==> config.mk <==
export PLATFORM = sky130hd
export DESIGN_NAME = mult_rr_scheduler_flat
export DESIGN_NICKNAME = d
export VERILOG_FILES = /design/src/rtl/mult_rr_scheduler_if.sv /design/src/rtl/mult_rr_scheduler.sv /design/src/flat_wrapper.sv
export SDC_FILE = /design/constraint.sdc
export NUM_CORES = 1
export LEC_CHECK = 0
export ABC_AREA = 1
export CAP_MARGIN = 40
export CORE_MARGIN = 2
export CORE_UTILIZATION = 39
export CTS_BUF_LIST = sky130_fd_sc_hd__clkbuf_4 sky130_fd_sc_hd__clkbuf_8 sky130_fd_sc_hd__clkbuf_16
export DETAILED_ROUTE_END_ITERATION = 7
export HOLD_SLACK_MARGIN = 0.15
export PLACE_DENSITY = 0.73
export RECOVER_POWER = 100
export SYNTH_ARGS = -nofsm -noshare
export SYNTH_HDL_FRONTEND = slang
export SYNTH_SLANG_ARGS = --single-unit
==> constraint.sdc <==
create_clock -name clk -period 2 [get_ports clk]
set_input_delay 0.5 -clock clk [delete_from_list [all_inputs] [get_ports clk]]
set_output_delay 0.5 -clock clk [all_outputs]
set_load 0.005 [all_outputs]
==> src/rtl/mult_rr_scheduler_if.sv <==
// Request/response bundle for mult_rr_scheduler.
// master: client side (drives operands and resp_ready).
// slave : scheduler side (drives grants, results and busy).
`timescale 1ns/1ps
interface mult_rr_scheduler_if #(
    parameter int N_REQ = 4,
    parameter int WIDTH = 4,
    parameter int IDW   = 2
);
    logic [N_REQ-1:0]       req_valid;
    logic [N_REQ-1:0]       req_ready;
    logic [N_REQ*WIDTH-1:0] req_a;
    logic [N_REQ*WIDTH-1:0] req_b;
    logic                   resp_valid;
    logic                   resp_ready;
    logic [IDW-1:0]         resp_id;
    logic [2*WIDTH-1:0]     resp_product;
    logic                   busy;

    modport master (
        output req_valid, req_a, req_b, resp_ready,
        input  req_ready, resp_valid, resp_id, resp_product, busy
    );

    modport slave (
        input  req_valid, req_a, req_b, resp_ready,
        output req_ready, resp_valid, resp_id, resp_product, busy
    );
endinterface

==> src/rtl/mult_rr_scheduler.sv <==
// Round-robin scheduler sharing one sequential shift-add multiplier among
// N_REQ requesters. The winner's operands are latched, WIDTH add/shift steps
// run, and the product is returned with the winner's id on a valid/ready port.
// Optional build macro MULT_ZERO_SKIP_EN: a zero operand skips the RUN phase
// and the (zero) result is offered one cycle after the handshake.
`timescale 1ns/1ps
module mult_rr_scheduler #(
    parameter int N_REQ = 4,
    parameter int WIDTH = 4,
    parameter int IDW   = 2
) (
    input  logic               clk,
    input  logic               rst_n,
    mult_rr_scheduler_if.slave bus
);
    localparam int CW = (WIDTH > 1) ? $clog2(WIDTH) : 1;

    typedef enum logic [1:0] {
        S_IDLE = 2'd0,
        S_RUN  = 2'd1,
        S_DONE = 2'd2
    } state_t;

    state_t               r_state;
    state_t               w_next;
    logic [IDW-1:0]       r_last;
    logic [IDW-1:0]       r_id;
    logic [CW-1:0]        r_cnt;
    logic [WIDTH-1:0]     r_a;
    // Product register: upper half accumulates partial sums, lower half
    // initially holds the multiplier and is shifted out LSB first.
    logic [2*WIDTH-1:0]   r_acc;

    logic                 w_gnt_vld;
    logic [IDW-1:0]       w_gnt_idx;
    logic                 w_accept;
    logic                 w_last_step;
    logic                 w_zero_op;
    logic [WIDTH-1:0]     w_sel_a;
    logic [WIDTH-1:0]     w_sel_b;
    logic [WIDTH-1:0]     w_addend;
    logic [WIDTH:0]       w_sum;

    // Round-robin search starting one past the last served requester.
    always_comb begin
        w_gnt_vld = 1'b0;
        w_gnt_idx = '0;
        for (int k = 1; k <= N_REQ; k++) begin
            if (!w_gnt_vld && bus.req_valid[IDW'((int'(r_last) + k) % N_REQ)]) begin
                w_gnt_vld = 1'b1;
                w_gnt_idx = IDW'((int'(r_last) + k) % N_REQ);
            end
        end
    end

    // Winner operand selection and datapath step arithmetic.
    always_comb begin
        w_accept    = (r_state == S_IDLE) && w_gnt_vld;
        w_sel_a     = bus.req_a[int'(w_gnt_idx)*WIDTH +: WIDTH];
        w_sel_b     = bus.req_b[int'(w_gnt_idx)*WIDTH +: WIDTH];
        w_last_step = (r_cnt == CW'(WIDTH - 1));
`ifdef MULT_ZERO_SKIP_EN
        w_zero_op   = (w_sel_a == '0) || (w_sel_b == '0);
`else
        w_zero_op   = 1'b0;
`endif
        w_addend    = r_acc[0] ? r_a : '0;
        // Carry out of the upper half is kept and shifted into the top bit.
        w_sum       = {1'b0, r_acc[2*WIDTH-1:WIDTH]} + {1'b0, w_addend};
    end

    // FSM state register.
    always_ff @(posedge clk or negedge rst_n) begin
        if (!rst_n) begin
            r_state <= S_IDLE;
        end else begin
            r_state <= w_next;
        end
    end

    // FSM next-state logic.
    always_comb begin
        w_next = r_state;
        case (r_state)
            S_IDLE:  if (w_accept) w_next = w_zero_op ? S_DONE : S_RUN;
            S_RUN:   if (w_last_step) w_next = S_DONE;
            S_DONE:  if (bus.resp_ready) w_next = S_IDLE;
            default: w_next = S_IDLE;
        endcase
    end

    // FSM outputs: one-hot grant in IDLE, result port, busy flag.
    always_comb begin
        bus.req_ready = '0;
        if (w_accept) begin
            bus.req_ready[w_gnt_idx] = 1'b1;
        end
        bus.resp_valid   = (r_state == S_DONE);
        bus.busy         = (r_state != S_IDLE);
        bus.resp_id      = r_id;
        bus.resp_product = r_acc;
    end

    // Arbitration pointer, owner id, step counter and product register.
    always_ff @(posedge clk or negedge rst_n) begin
        if (!rst_n) begin
            r_last <= IDW'(N_REQ - 1);
            r_id   <= '0;
            r_cnt  <= '0;
            r_acc  <= '0;
        end else begin
            case (r_state)
                S_IDLE: begin
                    if (w_accept) begin
                        r_id  <= w_gnt_idx;
                        r_cnt <= '0;
                        r_acc <= w_zero_op ? '0 : {{WIDTH{1'b0}}, w_sel_b};
                    end
                end
                S_RUN: begin
                    r_acc <= {w_sum, r_acc[WIDTH-1:1]};
                    if (!w_last_step) begin
                        r_cnt <= r_cnt + 1'b1;
                    end
                end
                S_DONE: begin
                    if (bus.resp_ready) begin
                        r_last <= r_id;
                    end
                end
                default: ;
            endcase
        end
    end

    // Multiplicand is only meaningful after a handshake, so it needs no reset.
    always_ff @(posedge clk) begin
        if (w_accept) begin
            r_a <= w_sel_a;
        end
    end
endmodule

==> src/flat_wrapper.sv <==
// flat-port wrapper written by rule: the top's interface ports become plain ports
module mult_rr_scheduler_flat 
#(
    parameter int N_REQ = 4,
    parameter int WIDTH = 4,
    parameter int IDW   = 2
)
  (clk, rst_n, bus_req_valid, bus_req_a, bus_req_b, bus_resp_ready, bus_req_ready, bus_resp_valid, bus_resp_id, bus_resp_product, bus_busy);
  mult_rr_scheduler_if #(.N_REQ(N_REQ), .WIDTH(WIDTH), .IDW(IDW)) bus_i ();
  input  logic clk;
  input  logic rst_n;
  input wire logic [$bits(bus_i.req_valid)-1:0] bus_req_valid;
  input wire logic [$bits(bus_i.req_a)-1:0] bus_req_a;
  input wire logic [$bits(bus_i.req_b)-1:0] bus_req_b;
  input wire logic [$bits(bus_i.resp_ready)-1:0] bus_resp_ready;
  output wire logic [$bits(bus_i.req_ready)-1:0] bus_req_ready;
  output wire logic [$bits(bus_i.resp_valid)-1:0] bus_resp_valid;
  output wire logic [$bits(bus_i.resp_id)-1:0] bus_resp_id;
  output wire logic [$bits(bus_i.resp_product)-1:0] bus_resp_product;
  output wire logic [$bits(bus_i.busy)-1:0] bus_busy;
  assign bus_i.req_valid = bus_req_valid;
  assign bus_i.req_a = bus_req_a;
  assign bus_i.req_b = bus_req_b;
  assign bus_i.resp_ready = bus_resp_ready;
  assign bus_req_ready = bus_i.req_ready;
  assign bus_resp_valid = bus_i.resp_valid;
  assign bus_resp_id = bus_i.resp_id;
  assign bus_resp_product = bus_i.resp_product;
  assign bus_busy = bus_i.busy;
  mult_rr_scheduler #(.N_REQ(N_REQ), .WIDTH(WIDTH), .IDW(IDW)) u_core (.clk(clk), .rst_n(rst_n), .bus(bus_i));
endmodule
# --- After elaboration in Yosys (flattened, before gate mapping) ---
# Index checks and enable logic that the tools add are counted.
word_totals:
  in_bits: 39
  out_inout_bits: 16
  ff_bits: 20
op_classes:
  addsub: 6
  n_shift: 2
  n_eq_ne: 7
  n_reduce_logical: 16
  mux: 33
  magnitude_cmp: 6
op_table:
  columns: ["cell", "n"]
  rows:
  - ["$shiftx 16x5->4", 2]
  - ["$mux 2", 9]
  - ["$lt 2x4->1 const B", 4]
  - ["$pmux 8 s2", 1]
  - ["$mux 1", 13]
  - ["$bmux 1 s2", 4]
  - ["$mux 4", 2]
  - ["$mux 8", 1]
  - ["$add 2x1->2 const B", 3]
  - ["$pmux 2 s3", 1]
  - ["$reduce_and 2->1", 3]
  - ["$reduce_and 3->1", 2]
  - ["$add 4x4->5", 1]
  - ["$logic_and 1x1->1", 5]
  - ["$add 2x2->2 const B", 2]
  - ["$eq 2x2->1 const B", 2]
  - ["$ne 2x1->1 const B", 2]
  - ["$ne 2x2->1 const B", 2]
  - ["$pmux 2 s2", 1]
  - ["$reduce_bool 2->1", 2]
  - ["$logic_not 1->1", 3]
  - ["$lt 2x3->1 const B", 1]
  - ["$demux 1 s2", 1]
  - ["$eq 2x1->1 const B", 1]
  - ["other kinds (2)", 2]

# --- Longest topological paths before layout ---
depth:
  depth_word: 19
  depth_mapped: 17

# --- Worst setup path before layout ---
# No wires, ideal clock.
synth_path:
  kind: "register to output"
  startpoint: "reg u_core.r_last[0]"
  endpoint: "out bus_req_ready[2]"
  stages_incl_launch_ff: 12
  slack_ps: -115
  path_buffers: 1
  required_ps: 1500
  arrival_time_ps: 1615
  cell_sequence: "dfstp_2 buf_6 nand2_1 nand2_2 nand2_2 nand2_2 nor2_2 nand3_2 nand3_2 inv_1 nand2_1 nor2_1"
synth_lines:
  columns: ["element", "line_no", "rtl"]
  rows:
  - ["start: declaration", "mult_rr_scheduler.sv:26", "logic [IDW-1:0] r_last;"]
  - ["start signal: assignment", "mult_rr_scheduler.sv:107", "r_last <= IDW'(N_REQ - 1);"]
  - ["start signal: assignment", "mult_rr_scheduler.sv:128", "r_last <= r_id;"]
  - ["$add 2x1->2", "mult_rr_scheduler.sv:49", "if (!w_gnt_vld && bus.req_valid[IDW'((int'(r_last) + k) % N_REQ)]) begin"]
  - ["$bmux 1 s2", "mult_rr_scheduler.sv:49", null]
  - ["$mux 1 (not written as such) (2 in series)", "mult_rr_scheduler.sv:49", null]
  - ["$mux 1", "mult_rr_scheduler.sv:49", null]
  - ["$logic_not 1->1", "mult_rr_scheduler.sv:49", null]
  - ["$logic_and 1x1->1", "mult_rr_scheduler.sv:49", null]
  - ["$mux 1", "mult_rr_scheduler.sv:49", null]
  - ["$logic_not 1->1", "mult_rr_scheduler.sv:49", null]
  - ["$logic_and 1x1->1", "mult_rr_scheduler.sv:49", null]
  - ["$mux 1", "mult_rr_scheduler.sv:49", null]
  - ["$logic_not 1->1", "mult_rr_scheduler.sv:49", null]
  - ["$logic_and 1x1->1", "mult_rr_scheduler.sv:49", null]
  - ["$mux 1 (*)", "mult_rr_scheduler.sv:49", null]
  - ["$logic_and 1x1->1 (*)", "mult_rr_scheduler.sv:58", "w_accept = (r_state == S_IDLE) && w_gnt_vld;"]
  - ["net u_core.w_accept", "mult_rr_scheduler.sv:36", "logic w_accept;"]
  - ["$mux 4 (*)", "mult_rr_scheduler.sv:95", "if (w_accept) begin"]
  - ["end: declaration", "flat_wrapper.sv:16", "output wire logic [$bits(bus_i.req_ready)-1:0] bus_req_ready;"]
# Mark *: on every way through the listed nets, which the timed path passes. The rest lies on a longest branch. The select of a mux whose other input is x is not followed.

# --- Worst setup path after layout ---
layout_path:
  startpoint: "reg u_core.r_last[0]"
  endpoint: "out bus_req_ready[1]"
layout_via:
  elab_chain_cells: 19
layout_lines:
  columns: ["element", "line_no", "rtl"]
  rows:
  - ["$add 2x1->2", "mult_rr_scheduler.sv:49, mult_rr_scheduler.sv:51", null]
  - ["$bmux 1 s2", "mult_rr_scheduler.sv:49", null]
  - ["$mux 1 (not written as such) (2 in series)", "mult_rr_scheduler.sv:49", null]
  - ["$mux 1", "mult_rr_scheduler.sv:49", null]
  - ["$logic_not 1->1", "mult_rr_scheduler.sv:49", null]
  - ["$logic_and 1x1->1", "mult_rr_scheduler.sv:49", null]
  - ["$mux 1", "mult_rr_scheduler.sv:49", null]
  - ["$logic_not 1->1", "mult_rr_scheduler.sv:49", null]
  - ["[... 2 more ...]", null, null]
  - ["$logic_not 1->1", "mult_rr_scheduler.sv:49", null]
  - ["$logic_and 1x1->1", "mult_rr_scheduler.sv:49", null]
  - ["$mux 2", "mult_rr_scheduler.sv:49", null]
  - ["$lt 2x3->1 (not written as such) or $ge 2x1->1 (tied branches)", "mult_rr_scheduler.sv:96", "bus.req_ready[w_gnt_idx] = 1'b1;"]
  - ["$logic_and 1x1->1 (not written as such)", "mult_rr_scheduler.sv:96", null]
  - ["$mux 1 (not written as such)", "mult_rr_scheduler.sv:96", null]
  - ["$demux 1 s2", null, null]
  - ["$mux 4 (*)", "mult_rr_scheduler.sv:95", null]
# Every way passes the cells marked *; elsewhere a longest branch is shown, timed or not. The select of a mux whose other input is x is not followed.

==> results.toml <==
[layout]
final_common_cell = "nand2_1"
diodes = 0
layout_common_cells = "nand2_1, clkdlybuf4s50_1, buf_4, nand2_2, inv_1"
nFillCells = 275
fin_nets = 396
synthToLayoutAreaGrowth_pct = 86.8
final_util = 0.755
fin_area_um2 = 3020
drive_above_1_share = 0.414

[synthesis]
synth_nets = 283
netlist_area_um2 = 1620
synth-async-reset-ratio = 0.800
synth_cell_types = 29
ys_seq_area_frac = 0.324
synth_flop_cell = "dfrtp_1"
synth_edf_count = 4
yosysWarningCount = 0
synth_seq_cells = 20
syn_area_per_cell_um2 = 6.79
syn_inst = 238

[global_routing]
grt_overflow = 0
grt_pass1_vias = 1818
grt_first_pass_wirelength_um = 7960
grtUsageTotal = 0.223
grt_max_degree = 12
antenna_found_initial = 0

[min_path]
min_to = "u_core.r_cnt[1]"
hp-class = "register to register"
hold_depth = 2
min_from = "u_core.r_cnt[1]"

[clocking]
numCtsBuffers = 3
clk_path_buf_depth = 2
htree_levels = 1
root_buffer = "clkbuf_8"
clkLatencyLatePin_ns = 0.26
cts_tree = "done"
cts_hold_buf = 0
cts_sinks = 20
path_clk_slew_ns = 0.07

[sta]
clock-skew-final_ns = 0.00505
slew_viol_final = 0
setup_slack_ns = -0.750
fin_crit_ns = 2.75
hold_viol_final = 0
slew_headroom = 0.692
fmax_mhz = 364
setup_viol = 25
rsz0062_at_grt = "yes"
fin_crit_sh = 1.37
worst_pin_slew_ns = 0.460

[drt]
ant_nets = 0
first_iter_violations = 143
drc = 0
dr.pass1.iters = 5
viasPerCell = 4.94
vias = 1977
avgRoutedWirePerCell_um = 14.7
routed_wl_um = 5880

[critical_path]
crit_buf_inv = 5
crit_type = "register to output pin"
worstPathRequired_ns = 1.50
slowest_delay_ns = 0.64
timing.rr.end = "u_core.bus.resp_product[4]"
r2r_slack_ns = -0.66
slowest_stage = "dfstp_2"
r2r-start = "u_core.r_last[0]"
ff2ff_path_depth = 17
cp_top_family = "simple AND/OR/NAND/NOR gates"
end_kind = "output pin"
cp_max_fo = 4
crit_arrival_ns = 2.25
worstPathCellList = "clkinvlp_4 -> nand2_2 -> nand2_4 -> nand2_1 -> nand2_1 -> nand2_1 -> nand2_2 -> nand2_4 -> nand2_4 -> nor2_8 -> buf_6 -> nand2_4 -> inv_4 -> nand2_2 -> inv_1 -> buf_2"
cp-start-kind = "register"
path_common_cell = "nand2_4"

[die]
dieHeight_um = 68.4
fp-row-count = 23
dieArea_um2 = 4680
core_um2 = 4000
start_util = 0.404
ios = 55
die_w_um = 68.4

[outcome]
violations = "setup timing"
status = "finished, violations left"

[placement]
gp_congestion = 0.811
port_buffers = 54
dp_hpwl_um = 3360
placed_area_um2 = 2360

[job]
drv_cap = 0
-- area by class of cell --
cell class | instances | area [µm²] | area share
Clock buffer | 4 | 48.8 | 0.0162
Inverter | 34 | 153 | 0.0505
Multi-Input combinational cell | 182 | 1190 | 0.394
Sequential cell | 20 | 523 | 0.173
Tap cell | 50 | 62.6 | 0.0207
Timing Repair Buffer | 108 | 1030 | 0.341
Timing Repair inverter | 2 | 15.0 | 0.00497
-- Yosys cell counts (4+ instances only) --
cell	count	area share
inv_1	27	0.063
inv_2	6	0.014
nand2_1	92	0.21
nand3_2	4	0.025
a21oi_1	4	0.012
o21ai_0	10	0.031
nor2_1	19	0.044
edfxtp_1	4	0.074
nand3_1	14	0.043
nand2_2	13	0.050
dfrtp_1	14	0.22
ha_1	5	0.039
-- worst max-delay path by stage --
stage                      from          endpoint  cells past startpoint
6_report       u_core.r_last[0]  bus_req_ready[1]                     16
5_1_grt        u_core.r_last[0]  bus_req_ready[1]                     16
4_1_cts        u_core.r_last[0]  bus_req_ready[3]                     13
3_5_place_dp   bus_req_valid[0]  bus_req_ready[1]                     14
3_3_place_gp   bus_req_valid[0]  bus_req_ready[1]                     14
2_1_floorplan  u_core.r_last[0]  bus_req_ready[1]                     15
-- routing by layer --
| metal | track usage | up-vias | part of all wire |
|---|---|---|---|
| li1 | - | 970 | - |
| met1 | 0.284 | 907 | 0.41 |
| met2 | 0.392 | 85 | 0.53 |
| met3 | 0.0230 | 15 | 0.040 |
| met4 | 0.0650 | 0 | 0.020 |
| met5 | 0 | - | 0 |
-- worst reg2reg max path, cell delays in order (launching register included) --
cell and delay, ns:
dfstp_2 0.64, buf_12 0.14, nand2_1 0.07, nand3_1 0.13
nand2_2 0.08, buf_4 0.14, nand3_4 0.12, nand3_4 0.13
buf_6 0.15, buf_6 0.11, buf_6 0.11, buf_6 0.10
buf_6 0.10, buf_6 0.12, nand2_8 0.08, inv_8 0.05
buf_12 0.12, a22o_1 0.17
-- flip-flops by register name, summed over array words and instances, names as in the netlist --
register                 cells
u_core.bus.resp_id           2
u_core.bus.resp_product      8
u_core.r_a                   4
u_core.r_cnt                 2
u_core.r_last                2
u_core.r_state               2
-- repair_timing --
| action | in CTS | in global routing |
|---|---|---|
| pin swaps | 27 | 26 |
| hold endpoints to repair | 0 | 0 |
| setup buffers | 22 | 16 |
| resized for setup | 78 | 49 |
| setup endpoints to repair | 18 | 25 |
| gates cloned | 3 | 0 |
-- cell families after synthesis --
kind of cell / after synthesis / synth area share
AND/OR/NAND/NOR: 150 / 0.428
buffers and inverters: 36 / 0.0937
AO/OA/AOI/OAI: 25 / 0.0983
flip-flops: 20 / 0.324
adder cells (fa/ha/maj): 6 / 0.0511
XOR/XNOR: 1 / 0.00542
-- per-stage QoR --
stage	cells	setup TNS, ns	hold WS [ns]	worst slack, ns
3_5_place_dp	360	-10.59	0.489	-0.998
5_1_grt	400	-13.00	0.523	-0.878
3_3_place_gp	360	-9.90	0.471	-0.971
6_report	400	-10.84	0.500	-0.750
4_1_cts	389	-5.69	0.501	-0.652
2_1_floorplan	238	-0.183	0.204	-0.0985
Power is not shown: default switching activity piles up to over one toggle a cycle in this logic, so the estimate is an artifact.
